`src/rtl/mux_nw_seq.sv`:
```
// mux_nw_seq: registered N-input, W-bit mux with an internal static/counting/LFSR select.
// Define MUX_PARITY_EN to add a registered parity output alongside q.
module mux_nw_seq #(
  parameter int WIDTH = 4,
  parameter int NUM_IN = 4,
  parameter int INVERT = 1,
  localparam int SEL_W = $clog2(NUM_IN)
) (
  input  logic                    clk,
  input  logic                    rst,
  input  logic                    en,
  input  logic [1:0]              mode,
  input  logic                    sel_load,
  input  logic [SEL_W-1:0]        sel_in,
  input  logic [NUM_IN*WIDTH-1:0] din,
`ifdef MUX_PARITY_EN
  output logic                    parity,
`endif
  output logic [WIDTH-1:0]        q,
  output logic [SEL_W-1:0]        sel_out,
  output logic                    valid
);
  logic [SEL_W-1:0] sel;
  logic [7:0] lfsr, lfsr_next;
  logic [WIDTH-1:0] ch [NUM_IN];
  logic [WIDTH-1:0] q_next;
  logic cap;
  for (genvar i = 0; i < NUM_IN; i++) begin : g_ch
    assign ch[i] = din[i*WIDTH +: WIDTH];
  end
  assign q_next = (INVERT != 0) ? ~ch[sel] : ch[sel];
  assign cap = en && mode != 2'b11;
  // Galois right-shift, taps 8'hB8; never reaches zero from the nonzero seed
  assign lfsr_next = {1'b0, lfsr[7:1]} ^ (lfsr[0] ? 8'hB8 : 8'h00);
  assign sel_out = sel;
  always_ff @(posedge clk or posedge rst)
    if (rst) begin
      q <= '0;
      sel <= '0;
      lfsr <= 8'hA5;
      valid <= 1'b0;
    end else begin
      valid <= cap;
      if (cap) q <= q_next;
      if (en && mode == 2'b10) lfsr <= lfsr_next;
      if (en) sel <= sel_load ? sel_in : mode == 2'b01 ? sel + 1'b1 : mode == 2'b10 ? lfsr_next[SEL_W-1:0] : sel;
    end
`ifdef MUX_PARITY_EN
  always_ff @(posedge clk or posedge rst)
    if (rst) parity <= 1'b0;
    else if (cap) parity <= ^q_next;
`endif
endmodule

```
`config.mk`:
```
export PLATFORM = sky130hd
export DESIGN_NAME = mux_nw_seq
export DESIGN_NICKNAME = d
export VERILOG_FILES = /design/src/rtl/mux_nw_seq.sv
export SDC_FILE = /design/constraint.sdc
export NUM_CORES = 1
export LEC_CHECK = 0
export ABC_AREA = 1
export CORE_MARGIN = 4
export CORE_UTILIZATION = 42
export CTS_CLUSTER_DIAMETER = 50
export CTS_CLUSTER_SIZE = 16
export DETAILED_ROUTE_END_ITERATION = 16
export PLACE_DENSITY = 0.88
export SLEW_MARGIN = 20
export SYNTH_ARGS = -nofsm -noshare
export SYNTH_HDL_FRONTEND = slang
export SYNTH_SLANG_ARGS = --single-unit
export TNS_END_PERCENT = 100
```
`constraint.sdc`:
```
create_clock -name clk -period 1.2 [get_ports clk]
set_input_delay 0.18 -clock clk [delete_from_list [all_inputs] [get_ports clk]]
set_output_delay 0.18 -clock clk [all_outputs]
set_load 0.02 [all_outputs]
```
* Word level (Yosys, flattened, before mapping)
Index checks and enable logic that the tools add are counted.
Storage, ports and cells: register bits 15, bits of input ports 24, output and inout bits 7
Operators by class: $add $sub $neg 1, order comparisons 1, equality and inequality tests 3, muxes and demuxes 7, bitwise logic cells 3, reductions and logical operators 4
Operators by type and width (count):
- 4-bit binary-select mux with 2-bit select | 1
- 4-bit 2-to-1 mux | 2
- 8-bit 2-to-1 mux | 1
- 7-bit by 8-bit XOR with 8-bit output | 1
- 2-bit 2-to-1 mux | 3
- 4-bit NOT | 1
- 3-bit >= comparator (second input constant) | 1
- 2-bit NOT with 3-bit output | 1
- 3-bit nonzero test | 1
- 2-bit by 1-bit adder with 2-bit output (second input constant) | 1
- 2-bit by 1-bit equality test with 1-bit output (second input constant) | 1
- 2-bit equality test (second input constant) | 1
- 1-bit logical AND | 2
- 2-bit inequality test (second input constant) | 1
- 2-bit AND reduction | 1

* Logic depth before layout (Yosys ltp)
depth after elaboration 5, mapped depth 8

* Worst setup path after synthesis
OpenSTA, ideal clock, no wires.
path kind reg-to-reg, from register sel[1] (netlist: sel_out[1]), to register sel[1] (netlist: sel_out[1]), library setup time 117 ps, arrival time 976 ps, required time 1083 ps, path slack 107 ps, cell stages (with the launch flop) 8, clock period less this slack 1093 ps, path through dfrtp_1 > inv_1 > nand2_1 > nand3_1 > nand2_1 > nand2_1 > nand2_1 > nand2_1
Between the ends: cells in the longest elaborated chain, start to end 3
RTL lines:
- from (decl) | line 23 | logic [SEL_W-1:0] sel;
- from (signal assigned) | line 46 | if (en) sel <= sel_load ? sel_in : mode == 2'b01 ? sel + 1'b1 : mode == 2'b10 ? lfsr_next[SEL_W-1:0] : sel;
- 2-bit by 1-bit adder with 2-bit output | line 46
- 2-bit 2-to-1 mux (2 in a row) | line 46
Every way passes these cells. A chain may end at the register's enable or synchronous reset.

* Worst setup path in the final report
from register q[3], to output port q[3]
RTL lines:
- from (decl) | line 19 | output logic [WIDTH-1:0] q,
- from (signal assigned) | line 44 | if (cap) q <= q_next;
No word-level cell between the ends.

==> out/results.tsv <==
stage	metric	value	unit
setup_path	crit_chain	clkdlybuf4s15_1	
pwr	total_power_density_per_cell_area	1350	nW/µm²
clocking	clkLatencyLatePin	0.30	ns
synth	synth_mux_area_share	0	%
route	post_dr_vias_cell	4.87	
synth	synth.ff_latch_count	15	
synth	netlist_area_before_placement	805	µm²
sta	relSlewSlack	84.8	%
synth	synth.lib_cells_used.distinct	17	
route	vias	847	
final_layout	drive_above_1_share	17.4	%
clocking	cts_inserted_buffers	3	
sta	fmax	865	MHz
setup_path	crit_family	flip-flops	
outcome	status	finished clean	
placement	numPortBuffers	30	
global_route	grt_start_max_net_pins	16	
setup_path	timing.critical_path.to_type	output port	
clocking	post_cts_setup_buffers	0	
synth	post_synthesis_compound_gate_area_fraction	9.80	%
floorplan	std_cell_rows	15	
global_route	groute.usage.overall	17.5	%
sta	final_cycle_share	96.4	%
setup_path	timing.critical_path.buf_inv	1	
final_layout	areaGrowthSynthToFinish	46.7	%
floorplan	dieHeight	51.8	µm
pwr	vdd_drop_max	0.000817	V
setup_path	timing.critical_path.required	1.02	ns
clocking	max-clock-path-buffers	2	
synth	synth_top_family_by_area	simple AND/OR/NAND/NOR gates	
route	drtPass1Iterations	4	
global_route	global_route.overflow_total	0	
final_layout	final_cell_mix	sky130_fd_sc_hd__nand2_1 (44), sky130_fd_sc_hd__clkdlybuf4s50_1 (23), sky130_fd_sc_hd__inv_1 (11), sky130_fd_sc_hd__dfrtp_1 (11), sky130_fd_sc_hd__nand3_1 (10)	
final_layout	antenna-diode-count	0	
clocking	clock_tree_from_tritoncts	done	
route	ant_nets	0	
synth	synth_xor_xnor_area_share	1.09	%
sta	unrepaired_setup_endpoints_after_global_routing	no	
placement	place.gp.congestion	0.798	
sta	final_max_slew_viol_count	0	
final_layout	filler_cells_inserted	158	
placement	dp_worst_setup_slack	-0.182	ns
synth	postSynthCellCount	110	
pwr	leakagePower	0.574	nW
clocking	clkSlewWorstSetupHoldPaths	0.10	ns
floorplan	die_area	2680	µm²
sta	fin_ws	0.0434	ns
sta	hold_viol_final	0	
floorplan	floorplan.core_area	1760	µm²
setup_path	worst_path_largest_cell_delay	0.39	ns
route	avgRoutedWirePerCell	12.2	µm
clocking	cts-root-buf	sky130_fd_sc_hd__clkbuf_4	
setup_path	critical_path.max_fanout	2	
min_path	hold_path_class	in2async	
sta	finalClockSkew	0.00571	ns
route	drc	0	
final_layout	layout.cells.most_common	sky130_fd_sc_hd__nand2_1	
global_route	number_of_antenna_violations_at_the_first_check_in_global_routing	0	
placement	dp_hpwl	1690	µm
final_layout	finalNetCount	174	
final_layout	fin_area	1180	µm²
global_route	grt_pass1_wl	3340	µm
setup_path	cp_data_arrival_time	0.98	ns
setup_path	critPathSlowestCell	sky130_fd_sc_hd__dfrtp_1	
synth	syn-num-nets	134	
setup_path	criticalPathCategory	reg2out	
sta	tightestPinTransition	0.225	ns
sta	timing.final.setup_violations	0	
route	detail_route.iter0.violations	22	
clocking	cts.htree.levels	1	
run	drv_cap	0	
placement	placed_cell_area	1170	µm²
pwr	finalPower	1.60	mW
global_route	first_global_vias	797	
synth	yosys_warnings	0	
setup_path	cp_launch_type	flop	
synth	synth-seq-area-share	47.3	%
floorplan	initial_core_utilization	45.6	%
final_layout	final_core_utilization	66.9	%
floorplan	top_level_ports	31	
sta	fin_tns_setup	0	ns
floorplan	floorplan.die.width	51.8	µm
synth	synth_fa_ha_area_share	0	%
synth	syn_area_per_cell	7.31	µm²
clocking	clock_sink_count	15	
sta	timing.final.crit_period	1.16	ns
synth	synth-simple-area-share	33.3	%
route	totalWireLength	2120	µm
worst paths after layout:
path	cells after the start	slack, ns	from	to
hold reg to reg	2	0.50	lfsr[7]	lfsr[7]
setup / recovery	1	0.04	q[3]	q[3]
min in group clk	2	0.50	lfsr[7]	lfsr[7]
max in group asynchronous	3	0.77	rst	lfsr[2]
hold / removal	3	0.18	rst	q[1]
setup reg to reg	8	0.10	sel_out[1]	sel_out[1]
cells by family after synthesis:
kind of cell / Yosys count
AND/OR/NAND/NOR: 64
buffers and inverters: 16
flip-flops: 15
AO/OA/AOI/OAI: 14
XOR/XNOR: 1
repair_timing:
action,4_1_cts,5_1_grt
endpoints found under the setup margin,7,8
resized for setup,10,10
cloned,0,0
hold buffers,0,0
per-stage QoR:
stage               std cells  hold slack [ns]
CTS                       174            0.187
global placement          170            0.469
global route              174            0.185
finish                    174            0.180
floorplan                 110           0.0786
detailed placement        170            0.470
power breakdown:
group          internal, mW  switching [mW]  total [mW]
registers             0.649          0.0717       0.721
clock network         0.127           0.189       0.316
logic                 0.245           0.316       0.561
cell usage after synthesis, drive strengths merged:
cell type   n  area share, %
a21oi       2            1.7
a31oi       4            3.1
buf         2            2.0
dfrtp      11             34
dfstp       4             13
inv        14            6.5
nand2      45             21
nand3      10            6.2
nor2        8            3.7
nor3        1            2.0
o21ai       8            5.0
xnor2       1            1.1
layer usage:
| layer | track usage, % | routed length (µm) | vias to the layer above |
|---|---|---|---|
| met5 | 0 | 0 | - |
| met4 | 13.1 | 64 | 0 |
| met3 | 1.72 | 114 | 6 |
| met2 | 30.7 | 1110 | 33 |
| met1 | 19.4 | 830 | 378 |
| li1 | - | - | 430 |
sequential cells by signal (all words and copies together), names as in the netlist:
register / cells
lfsr: 8
q: 4
sel_out: 2
valid: 1
cell type report:
cell class	count	area (µm²)	area share [%]
Multi-Input combinational cell	79	355	30.1
Inverter	14	55.1	4.67
Timing Repair Buffer	37	328	27.8
Tap cell	25	31.3	2.65
Sequential cell	15	380	32.2
Clock buffer	3	22.5	1.91
Clock inverter	1	7.51	0.636
No activity file was read; power rests on OpenSTA's default activity.
